File: src/rtl/hazard_stall_unit_pkg.sv
// Shared types and constants for the hazard/stall controller.
package hazard_stall_unit_pkg;

  // Default register-address width of the pipeline.
  localparam int unsigned REG_AW_DEFAULT = 4;

  // Scoreboard dest field is sized for the widest supported register file;
  // narrower addresses are zero-extended before storage and comparison.
  localparam int unsigned SB_DEST_W = 8;

  // Register 0 is hard-wired and never creates a dependency.
  localparam logic [SB_DEST_W-1:0] ZERO_REG = '0;

  typedef struct packed {
    logic                 valid;
    logic [SB_DEST_W-1:0] dest;
    logic                 is_load;
  } sb_entry_t;

endpackage

File: src/rtl/hazard_sb_match.sv
// Compares one source operand against every scoreboard entry and flags a
// blocking dependency. FORWARD_EN selects load-use-only blocking on entry 0;
// otherwise any valid matching entry blocks (full interlock).
module hazard_sb_match
  import hazard_stall_unit_pkg::*;
#(
  parameter int unsigned REG_AW   = REG_AW_DEFAULT,
  parameter int unsigned SB_DEPTH = 2
) (
  input  logic [REG_AW-1:0]            src_i,
  input  logic                         src_used_i,
  input  sb_entry_t [SB_DEPTH-1:0]     sb_i,
  output logic                         block_o
);

  logic [SB_DEST_W-1:0] src_ext;
  logic                 src_live;

  // Not every entry field participates in every configuration.
  logic unused_sb;
  assign unused_sb = ^sb_i;

  assign src_ext  = SB_DEST_W'(src_i);
  assign src_live = src_used_i && (src_ext != ZERO_REG);

  // Blocking decision for this source.
  always_comb begin
    block_o = 1'b0;
`ifdef FORWARD_EN
    // ALU results are forwarded; only a load one stage ahead must wait.
    block_o = src_live && sb_i[0].valid && sb_i[0].is_load && (sb_i[0].dest == src_ext);
`else
    for (int unsigned k = 0; k < SB_DEPTH; k++) begin
      if (src_live && sb_i[k].valid && (sb_i[k].dest == src_ext)) begin
        block_o = 1'b1;
      end
    end
`endif
  end

endmodule

File: src/rtl/hazard_stall_unit.sv
// Hazard detection and stall controller for the in-order pipeline.
// Tracks in-flight destinations in a shifting scoreboard, stalls the ID
// instruction on a blocking dependency, and flushes on a taken branch.
// Optional feature macro: FORWARD_EN (load-use-only blocking).
module hazard_stall_unit
  import hazard_stall_unit_pkg::*;
#(
  parameter int unsigned REG_AW   = REG_AW_DEFAULT,
  parameter int unsigned NUM_SRC  = 2,
  parameter int unsigned SB_DEPTH = 2,
  parameter int unsigned CNT_W    = 16
) (
  input  logic                      clock_i,
  input  logic                      reset_i,
  input  logic                      id_valid_i,
  input  logic [NUM_SRC*REG_AW-1:0] id_src_i,
  input  logic [NUM_SRC-1:0]        id_src_used_i,
  input  logic [REG_AW-1:0]         id_dest_i,
  input  logic                      id_reg_write_i,
  input  logic                      id_is_load_i,
  input  logic                      ex_branch_taken_i,
  output logic                      pc_write_o,
  output logic                      if_id_hold_o,
  output logic                      if_id_flush_o,
  output logic                      id_ex_bubble_o,
  output logic [CNT_W-1:0]          stall_cycles_o
);

  sb_entry_t [SB_DEPTH-1:0] sb_q, sb_d;
  logic [CNT_W-1:0]         cnt_q, cnt_d;
  logic [NUM_SRC-1:0]       src_block;
  logic                     hazard;
  logic                     issue;
  logic [SB_DEST_W-1:0]     dest_ext;

  for (genvar i = 0; i < NUM_SRC; i++) begin : g_src
    hazard_sb_match #(
      .REG_AW   (REG_AW),
      .SB_DEPTH (SB_DEPTH)
    ) u_match (
      .src_i      (id_src_i[i*REG_AW +: REG_AW]),
      .src_used_i (id_src_used_i[i]),
      .sb_i       (sb_q),
      .block_o    (src_block[i])
    );
  end

  assign hazard   = id_valid_i && (|src_block);
  assign issue    = id_valid_i && !hazard && !ex_branch_taken_i;
  assign dest_ext = SB_DEST_W'(id_dest_i);

  // Pipeline control: reset, then branch flush, then stall, then run.
  always_comb begin
    pc_write_o     = 1'b1;
    if_id_hold_o   = 1'b0;
    if_id_flush_o  = 1'b0;
    id_ex_bubble_o = 1'b0;
    if (reset_i) begin
      pc_write_o = 1'b1;
    end else if (ex_branch_taken_i) begin
      if_id_flush_o  = 1'b1;
      id_ex_bubble_o = 1'b1;
    end else if (hazard) begin
      pc_write_o     = 1'b0;
      if_id_hold_o   = 1'b1;
      id_ex_bubble_o = 1'b1;
    end
  end

  // Scoreboard shift; entry 0 takes the ID instruction only when it issues.
  always_comb begin
    sb_d = '0;
    if (issue) begin
      sb_d[0].valid   = id_reg_write_i && (dest_ext != ZERO_REG);
      sb_d[0].dest    = dest_ext;
      sb_d[0].is_load = id_is_load_i;
    end
    for (int unsigned k = 1; k < SB_DEPTH; k++) begin
      sb_d[k] = sb_q[k-1];
    end
  end

  // Saturating count of stall cycles that were not overridden by a flush.
  always_comb begin
    cnt_d = cnt_q;
    if (hazard && !ex_branch_taken_i && (cnt_q != {CNT_W{1'b1}})) begin
      cnt_d = cnt_q + CNT_W'(1);
    end
  end

  // State registers with synchronous reset.
  always_ff @(posedge clock_i) begin
    if (reset_i) begin
      sb_q  <= '0;
      cnt_q <= '0;
    end else begin
      sb_q  <= sb_d;
      cnt_q <= cnt_d;
    end
  end

  assign stall_cycles_o = cnt_q;

endmodule

File: config.mk
export PLATFORM = sky130hd
export DESIGN_NAME = hazard_stall_unit
export DESIGN_NICKNAME = d
export VERILOG_FILES = /design/src/rtl/hazard_stall_unit_pkg.sv /design/src/rtl/hazard_sb_match.sv /design/src/rtl/hazard_stall_unit.sv
export SDC_FILE = /design/constraint.sdc
export NUM_CORES = 1
export LEC_CHECK = 0
export CAP_MARGIN = 0
export CORE_UTILIZATION = 48
export DETAILED_ROUTE_END_ITERATION = 10
export GPL_ROUTABILITY_DRIVEN = 0
export PLACE_DENSITY = 0.78
export SYNTH_ARGS = -nofsm -noshare
export SYNTH_HDL_FRONTEND = slang
export SYNTH_HIERARCHICAL = 1
export SYNTH_SLANG_ARGS = --single-unit
export TNS_END_PERCENT = 10
File: constraint.sdc
create_clock -name clock_i -period 2.9 [get_ports clock_i]
set_clock_uncertainty 0.2 [all_clocks]
set_input_delay 0.725 -clock clock_i [delete_from_list [all_inputs] [get_ports clock_i]]
set_output_delay 0.725 -clock clock_i [all_outputs]
set_load 0.02 [all_outputs]
==> flow_metrics.tcl <==
set metrics [dict create \
    drtIter0Drc 63 \
    first_pass_iters 7 \
    die_area_mm2 0.00325 \
    outcome "complete, but fails checks" \
    worst_pin_slew_ps 659 \
    drt-wirelength-per-cell_um 14.0 \
    rsz0062_at_grt "true" \
    maxSlewHeadroom_pct 55.7 \
    cp-start-kind "input port" \
    nNetsFinal 269 \
    preCtsSetupSlack_ps -856 \
    drt-total-wl_um 3890 \
    hp-class "reg -> reg" \
    stdcell_area_mm2 0.00212 \
    final_util_pct 75.6 \
    rows 19 \
    grt_pass1_wl_um 6480 \
    grt_start_max_net_pins 27 \
    layout_min_cycle_time_ps 3000 \
    period_share_pct 103 \
    crit_type "in -> out" \
    clkSlewWorstSetupHoldPaths_ps 140 \
    worst_slack_ps -95.7 \
    insertion_delay_ps 330 \
    multi_input_area_um2 983 \
    critPathMaxFanout 3 \
    yosysWarnings 6 \
    cts_root_buffer "clkbuf_4" \
    antenna_found_initial 0 \
    cts_max_level 1 \
    power_per_cell_area_mw_per_mm2 299 \
    power_leakage_nw 0.752 \
    violations "design-rule violations, negative setup slack" \
    dpl-instance-area_mm2 0.00207 \
    avgSynthCellArea_um2 8.45 \
    holdBufCountCts 0 \
    core_area_mm2 0.00281 \
    overflow 0 \
    fillers 228 \
    insertedDiodeCount 0 \
    hold_viol_final 0 \
    die-width_um 57.0 \
    numCtsBuffers 3 \
    vias 1592 \
    port_buffers 38 \
    grt_usage_pct 25.0 \
    setup_viol 3 \
    cts_max_path_buffers 2 \
    ant_nets 0 \
    path_cells "buf_6 -> o41a_1 -> nand3_1 -> o22ai_2 -> or2_4 -> a21oi_2 -> nor2_1 -> buf_4" \
    register_area_um2 520 \
    critPathRequiredTime_ps 1980 \
    drive_gt1_share_pct 19.8 \
    drv_cap 0 \
    grt_pass1_vias 1559 \
    io-pin-count 40 \
    viasPerCell 5.73 \
    cts_tree "done" \
    synthCells 172 \
    slew_violations 0 \
    crit_path_max_incr_delay_ps 420 \
    ir_drop_mv 0.193 \
    hpwl_um 3040 \
    max_freq_ghz 0.334 \
    die_y_um 57.0 \
    synthesis.area_mm2 0.00145 \
    drt_drc_violations_left 4 \
    area_delta_synth_final_pct 46.0 \
    crit_path_end_kind "output pin" \
    cts.sink_count 26 \
    cp_slowest_cell "o41a_1" \
    start_util_pct 51.8 \
    cp.arrival_ps 2070 \
]
==> power by group <==
part / total, mW / switching, mW / internal, mW
clock: 0.188 / 0.111 / 0.0768
combinational: 0.0827 / 0.0356 / 0.0472
sequential: 0.363 / 0.00297 / 0.360
total: 0.634 / 0.149 / 0.484
==> final timing paths <==
| check | start | endpoint | slack [ps] | depth (start not counted) |
|---|---|---|---|---|
| hold / removal | sb_d[19] | sb_q[19] | 300 | 1 |
| setup reg to reg | sb_q[11] | stall_cycles_o[14] | 420 | 8 |
| hold reg to reg | sb_d[19] | sb_q[19] | 300 | 1 |
| setup / recovery | id_src_i[4] | id_ex_bubble_o | -100 | 8 |
==> sequential cells by signal, indices dropped and copies added (netlist names) <==
name,flops
sb_q,5
stall_cycles_o,16
sb_d,5
==> cells in the final DEF, fill, tap and decap left out, types with 8 or more instances in the layout <==
| master | instances |
|---|---|
| nor2_1 | 13 |
| nor4_1 | 8 |
| conb_1 | 16 |
| xnor2_1 | 16 |
| nand3_1 | 9 |
| nor2b_1 | 10 |
| dfxtp_1 | 26 |
| buf_4 | 24 |
| clkdlybuf4s50_1 | 24 |
| nand4_1 | 8 |
==> final cells by class <==
cell class                      instances  share of cell area (%)
Multi-Input combinational cell        152                    46.3
Sequential cell                        26                    24.5
Tap cell                               31                    1.83
Timing Repair Buffer                   61                    24.9
Inverter                                4                   0.708
Clock buffer                            4                    1.71
==> critical path, delay by kind of cell <==
family	cells	cell delay, ps
buffers and inverters	2	250
AO/OA/AOI/OAI	3	650
AND/OR/NAND/NOR	3	430
==> per-stage QoR <==
stage	power (mW)	instances	TNS (ps)	hold slack, ps
final	0.634	278	-187	304
after global routing	0.659	278	-406	334
after CTS	0.634	278	-261	307
after detailed placement	0.457	272	-7490	289
after global placement	0.454	272	-5830	283
after floorplan	0.405	187	0	259
==> routing by layer <==
metal / global-route usage, % / wire length [um] / vias up
met1: 30.5 / 1640 / 744
met2: 44.7 / 1920 / 66
li1: - / - / 771
met5: 0 / 0 / -
met4: 8.36 / 92 / 0
met3: 3.85 / 244 / 11
==> what timing repair did <==
item                       4_1_cts  5_1_grt
gates resized for setup         57        3
pin swaps                       11        7
setup endpoints to repair       11        3
setup buffers                    2        0
Note: power is estimated with default switching activity, not from simulation.
